===== config.mk =====
export PLATFORM = sky130hd
export DESIGN_NAME = mux_scan_n
export DESIGN_NICKNAME = d
export VERILOG_FILES = /design/src/rtl/mux_scan_n.sv
export SDC_FILE = /design/constraint.sdc
export NUM_CORES = 1
export LEC_CHECK = 0
export BUFFER_PORTS_ARGS = -buffer_cell sky130_fd_sc_hd__buf_4
export CAP_MARGIN = 30
export CORE_MARGIN = 2
export CORE_UTILIZATION = 42
export CTS_BUF_LIST = sky130_fd_sc_hd__clkbuf_2 sky130_fd_sc_hd__clkbuf_4 sky130_fd_sc_hd__clkbuf_8
export DETAILED_ROUTE_END_ITERATION = 6
export PLACE_DENSITY = 0.78
export SLEW_MARGIN = 20
export SYNTH_ARGS = -nofsm -noshare
export SYNTH_HDL_FRONTEND = slang
export SYNTH_SLANG_ARGS = --single-unit

===== constraint.sdc =====
create_clock -name clk -period 1.5 [get_ports clk]
set_input_delay 0.225 -clock clk [delete_from_list [all_inputs] [get_ports clk]]
set_output_delay 0.225 -clock clk [all_outputs]
set_load 0.005 [all_outputs]

===== src/rtl/mux_scan_n.sv =====
// mux_scan_n: registered CH-way channel mux with manual select and auto round-robin scan.
//   clk, rst            : rising-edge clock, synchronous active-high reset
//   en                  : block enable, low freezes all state
//   mode                : 0 manual select, 1 auto scan
//   sel_in              : manual channel select
//   d                   : packed channel data, channel k at [k*WIDTH +: WIDTH]
//   y, y_valid, sel_out : registered selected data, valid flag and source channel
//   wrap, err           : scan wrap pulse, out-of-range manual select pulse
module mux_scan_n #(
  parameter int WIDTH = 8,
  parameter int CH = 4,
  parameter int DWELL = 4,
  localparam int SELW = $clog2(CH)
) (
  input  logic                clk,
  input  logic                rst,
  input  logic                en,
  input  logic                mode,
  input  logic [SELW-1:0]     sel_in,
  input  logic [CH*WIDTH-1:0] d,
  output logic [WIDTH-1:0]    y,
  output logic                y_valid,
  output logic [SELW-1:0]     sel_out,
  output logic                wrap,
  output logic                err
);
  localparam int CW = DWELL > 1 ? $clog2(DWELL) : 1;
  typedef enum logic [1:0] {IDLE, MAN, SCAN} state_t;
  state_t state_q, state_d;
  logic [SELW-1:0] chan, cur, nxt;
  logic [CW-1:0] cnt;
  logic ok, last;
  // A scan entered straight from manual starts at the channel last shown,
  // even if an out-of-range select left chan behind a scan-advanced position.
  always_comb begin
    state_d = !en ? IDLE : mode ? SCAN : MAN;
    cur = (state_q == MAN) ? sel_out : chan;
    ok = int'(sel_in) < CH;
    last = cnt == CW'(DWELL - 1);
    nxt = (int'(cur) == CH - 1) ? '0 : cur + SELW'(1);
  end
  always_ff @(posedge clk) begin
    if (rst) begin
      state_q <= IDLE;
      y <= '0;
      y_valid <= 1'b0;
      sel_out <= '0;
      wrap <= 1'b0;
      err <= 1'b0;
      chan <= '0;
      cnt <= '0;
    end else begin
      state_q <= state_d;
      y_valid <= 1'b0;
      wrap <= 1'b0;
      err <= 1'b0;
      if (state_d == MAN) begin
        cnt <= '0;
        if (ok) begin
          y <= d[int'(sel_in)*WIDTH +: WIDTH];
          sel_out <= sel_in;
          chan <= sel_in;
          y_valid <= 1'b1;
        end else begin
          chan <= sel_out;
          err <= 1'b1;
        end
      end else if (state_d == SCAN) begin
        y <= d[int'(cur)*WIDTH +: WIDTH];
        sel_out <= cur;
        y_valid <= 1'b1;
        // chan reaches 0 one edge before sel_out shows it; flag the edge that shows it.
        wrap <= cur == '0 && int'(sel_out) == CH - 1;
        cnt <= last ? '0 : cnt + CW'(1);
        chan <= last ? nxt : cur;
      end
    end
  end
endmodule


* Word-level counts from Yosys, hierarchy flattened
Index checks and enable logic that the tools add are counted.
W data, S select, Z words.
** Storage, ports and cells
- Register bits :: 18
- Logic and storage cells :: 37
** Cells by class
- $add $sub $neg :: 2
- Equality and inequality tests :: 6
- Shifts and indexed selects :: 2
- Mux-type cells :: 14
- Bitwise logic cells :: 1
- Reduce and logical (&&, ||, !) cells :: 5
** Operators with widths (number)
- $shiftx A32 B6 Y8 :: 2
- $mux W2 :: 10
- $mux W8 :: 2
- $eq A2 B1 Y1 const B :: 4
- $add A2 B1 Y2 const B :: 2
- $eq A2 B2 Y1 const B :: 2
- $reduce_or A3 Y1 :: 1
- $logic_not A2 Y1 :: 1
- $mux W1 :: 2
- $reduce_bool A2 Y1 :: 1
- $reduce_or A2 Y1 :: 1
- $logic_and A1 B1 Y1 :: 1
- $not A1 Y1 :: 1

* Logic depth before layout (Yosys ltp)
- Depth after elaboration :: 7
- Mapped depth :: 6
- Depth with buffers taken out :: 6

* Worst setup path before layout
Ideal clock, no wire load.
- Kind :: flip-flop to flip-flop
- Start :: register state_q[0]
- End :: register y[0]
- Library setup time :: 136 ps
- Arrival time :: 1368 ps
- Data required time :: 1364 ps
- Slack :: -4 ps
- Cell stages (with the launch flop) :: 7
- Buffers on the path :: 1
- Cells stage by stage :: dfxtp_1 nor2b_4 mux2i_1 a21oi_4 buf_12 mux2i_1 o221ai_1
** On the way
- Word-level cells in the longest chain between the ends :: 5
** Ends and longest elaborated chain
- start, declared :: line 29 : state_t state_q, state_d;
- start signal, assigned :: line 53 : state_q <= state_d;
- $eq A2 B1 Y1 :: line 37 : cur = (state_q == MAN) ? sel_out : chan;
- $mux W2 :: line 37
- $shiftx A32 B6 Y8 :: line 69 : y <= d[int'(cur)*WIDTH +: WIDTH];
- $mux W8 :: line 68 : end else if (state_d == SCAN) begin
- $mux W8 :: line 57 : if (state_d == MAN) begin
- end signal, assigned :: line 60 : y <= d[int'(sel_in)*WIDTH +: WIDTH];
- end signal, assigned :: line 69
- end, declared :: line 21 : output logic [WIDTH-1:0] y,
No other way between the ends. The select of a mux whose other input is x is not followed.
A chain may end at the register's enable or synchronous reset.

* Final worst setup path
- Start :: register state_q[0]
- End :: register y[4]
The elaborated chain is that of the path after synthesis.

==> impl_metrics.csv <==
group,metric,value,unit
floorplan,die_area,2793,um2
route,vias,1029,
global_route,grtUsageTotal,0.2337,
global_route,grt_pass1_wl,4.705,mm
route,drtIter0Drc,27,
setup_path,path_max_fanout,4,
floorplan,start_util,0.4487,
synthesis,synth_edf_count,0,
setup_path,cp_top_family,"simple AND/OR/NAND/NOR gates",
setup_path,startpoint_type,"flip-flop",
final_layout,fin_util,0.6992,
sta,finalHoldViolCount,0,
synthesis,netlist-cell-type-count,28,
synthesis,muxShareOfSynthArea,0.1998,
synthesis,synth-adder-area-share,0.01248,
setup_path,critPathRequiredTime,1.67,ns
setup_path,rrSetupSlack,0.01,ns
final_layout,layout_commonest_cell,"buf_4",
synthesis,synthArstFlopShare,0,
floorplan,die_w,52.85,um
sta,slew_viol_final,0,
clocking,h-tree-depth,1,
route,drc,0,
final_layout,drive_gt1_frac,0.5153,
sta,final.period_utilization,0.9926,
clocking,cts-root-buf,"clkbuf_4",
route,wl_per_cell,15.09,um
place,hpwl,2.093,mm
route,first_pass_iters,4,
route,via_per_inst,5.387,
sta,rsz0062_at_grt,"true",
synthesis,synth_flop_cell,"dfxtp_1",
floorplan,io_pins,51,
setup_path,path_buf_inv,2,
sta,finalClockSkew,0.001994,ns
final_layout,nNetsFinal,203,
synthesis,yosysSeqAreaShare,0.3596,
clocking,cts_tree,"done",
place,port_buffers,49,
setup_path,crit_slowest_cell,"dfxtp_2",
place,postPlaceCellArea,1445,um2
synthesis,syn_avg_cell_area,9.826,um2
pwr,peakVddDrop,504.3,uV
synthesis,yosys.area_share.simple,0.2310,
run,max_cap_viol_count,0,
final_layout,final_cell_mix,"buf_4 (61), mux2i_1 (17), dfxtp_1 (17)",
synthesis,yosysWarnings,0,
sta,hold_ws,0.2039,ns
clocking,cts_buffers,3,
hold_path,hp-class,"in -> reg",
global_route,grt_pass1_vias,1036,
synthesis,synth_top_family_by_area,"simple AND/OR/NAND/NOR gates",
pwr,p_leak,0.7129,nW
sta,finalSetupViolCount,0,
floorplan,rows,17,
floorplan,die_y,52.85,um
sta,fmax,0.6716,GHz
run_status,outcome,"finished, final reports clean",
setup_path,slowest_delay,0.34,ns
global_route,grt_max_degree,19,
clocking,cts_buffer_depth,2,
clocking,clk_pin_slew,0.10,ns
place,gp_congestion,0.7325,
setup_path,worstSetupPathType,"reg -> reg",
synthesis,synth.cell_area,1002,um2
synthesis,syn_nets,141,
setup_path,cp-end-kind,"flip-flop",
clocking,insertion_delay,0.29,ns
sta,finalCriticalPeriod,1.489,ns
setup_path,crit_arrival,1.65,ns
synthesis,synthCells,102,
final_layout,design_area,1562,um2
synthesis,ys_ff_latch,18,
final_layout,area_delta_synth_final,55.81,%
setup_path,crit_top_cell,"buf_4",
setup_path,crit_chain,"nor2b_4 > buf_4 > nand2_1 > a31oi_4 > nand2b_4 > buf_4 > o221ai_1",
route,wl,2.882,mm
floorplan,core-area,2233,um2
global_route,antenna_found_initial,0,
final_layout,instances_no_fill,191,
pwr,powerDensity,754.2,nW/um2
final_layout,diodes,0,
clocking,cts_sinks,18,
place,post-place-cells,184,
route,ant_nets,0,
global_route,gr-total-overflow,0,
synthesis,synth_compound_area_frac,0.1511,
synthesis,synthXorXnorAreaFrac,0,
## worst reg2reg max path: cells and delay by family, from the launching register on
| family | cells | cell delay, ns |
|---|---|---|
| flops | 1 | 0.34 |
| compound gates | 2 | 0.33 |
| buf+inv | 2 | 0.27 |
| simple gates | 3 | 0.44 |
## layer usage
| metal | GRT usage | part of all wire |
|---|---|---|
| met5 | 0 | 0 |
| met4 | 0.09829 | 0.014 |
| met3 | 0.02542 | 0.043 |
| met2 | 0.4083 | 0.53 |
| met1 | 0.2885 | 0.41 |
## what timing repair did
action / 4_1_cts / 5_1_grt
gates cloned: 0 / 0
setup buffers: 3 / 0
setup endpoints to repair: 8 / 10
pin swaps: 2 / 4
hold buffers: 0 / 0
resized for setup: 4 / 5
## final cells by class
class,instances,area [um2]
Fill cell,172,671.9
Multi-Input combinational cell,78,646.9
Timing Repair Buffer,62,478.0
Sequential cell,18,361.6
Clock buffer,4,36.28
Tap cell,28,35.03
Inverter,1,3.754
## synth_stat cells, types with 2 or more instances
master | count | area share
mux2i_1 | 20 | 0.20
a31oi_1 | 2 | 0.012
and2_1 | 2 | 0.012
or3b_2 | 8 | 0.070
dfxtp_1 | 18 | 0.36
a21o_1 | 2 | 0.015
nand3_1 | 5 | 0.025
nand2b_1 | 6 | 0.037
a21oi_1 | 3 | 0.015
clkbuf_1 | 2 | 0.0075
nand2_1 | 5 | 0.019
nor2_1 | 6 | 0.022
o221ai_1 | 8 | 0.070
## power breakdown
| part | internal (mW) | leakage, nW | switching, mW | total (mW) |
|---|---|---|---|---|
| clock network | 0.148 | 0.0210 | 0.150 | 0.298 |
| registers | 0.512 | 0.148 | 0.0225 | 0.534 |
| logic | 0.212 | 0.543 | 0.134 | 0.346 |
## path summary, 6_finish.rpt
kind	startpoint	endpoint	depth (start not counted)
min	rst	cnt[1]	2
max reg2reg	state_q[0]	y[4]	7
max	state_q[0]	y[4]	7
min reg2reg	cnt[1]	cnt[1]	2
## sequential cells by signal (all words and copies together) (netlist names), named ones only
signal,count
cnt,2
state_q,2
chan,1
y_valid,1
y,8
sel_out,2
wrap,1
## logic make-up (layout without fill, tap and decap cells)
logic type	count (synthesis)	count (layout)
buffers and inverters	6	67
adder cells (fa/ha/maj)	1	1
other	1	1
AND/OR/NAND/NOR	37	37
flip-flops	18	18
AO/OA/AOI/OAI	19	19
multiplexers	20	20
## metrics by stage
stage	setup WS, ns	power, mW	setup TNS [ns]
global route	-0.09834	1.242	-0.5521
global placement	-0.1593	0.8395	-1.150
CTS	0.008652	1.177	0
detailed placement	-0.2087	0.8495	-1.499
floorplan	0.02938	0.6964	0
finish	0.01104	1.178	0
Note: power is estimated with default switching activity, not from simulation.
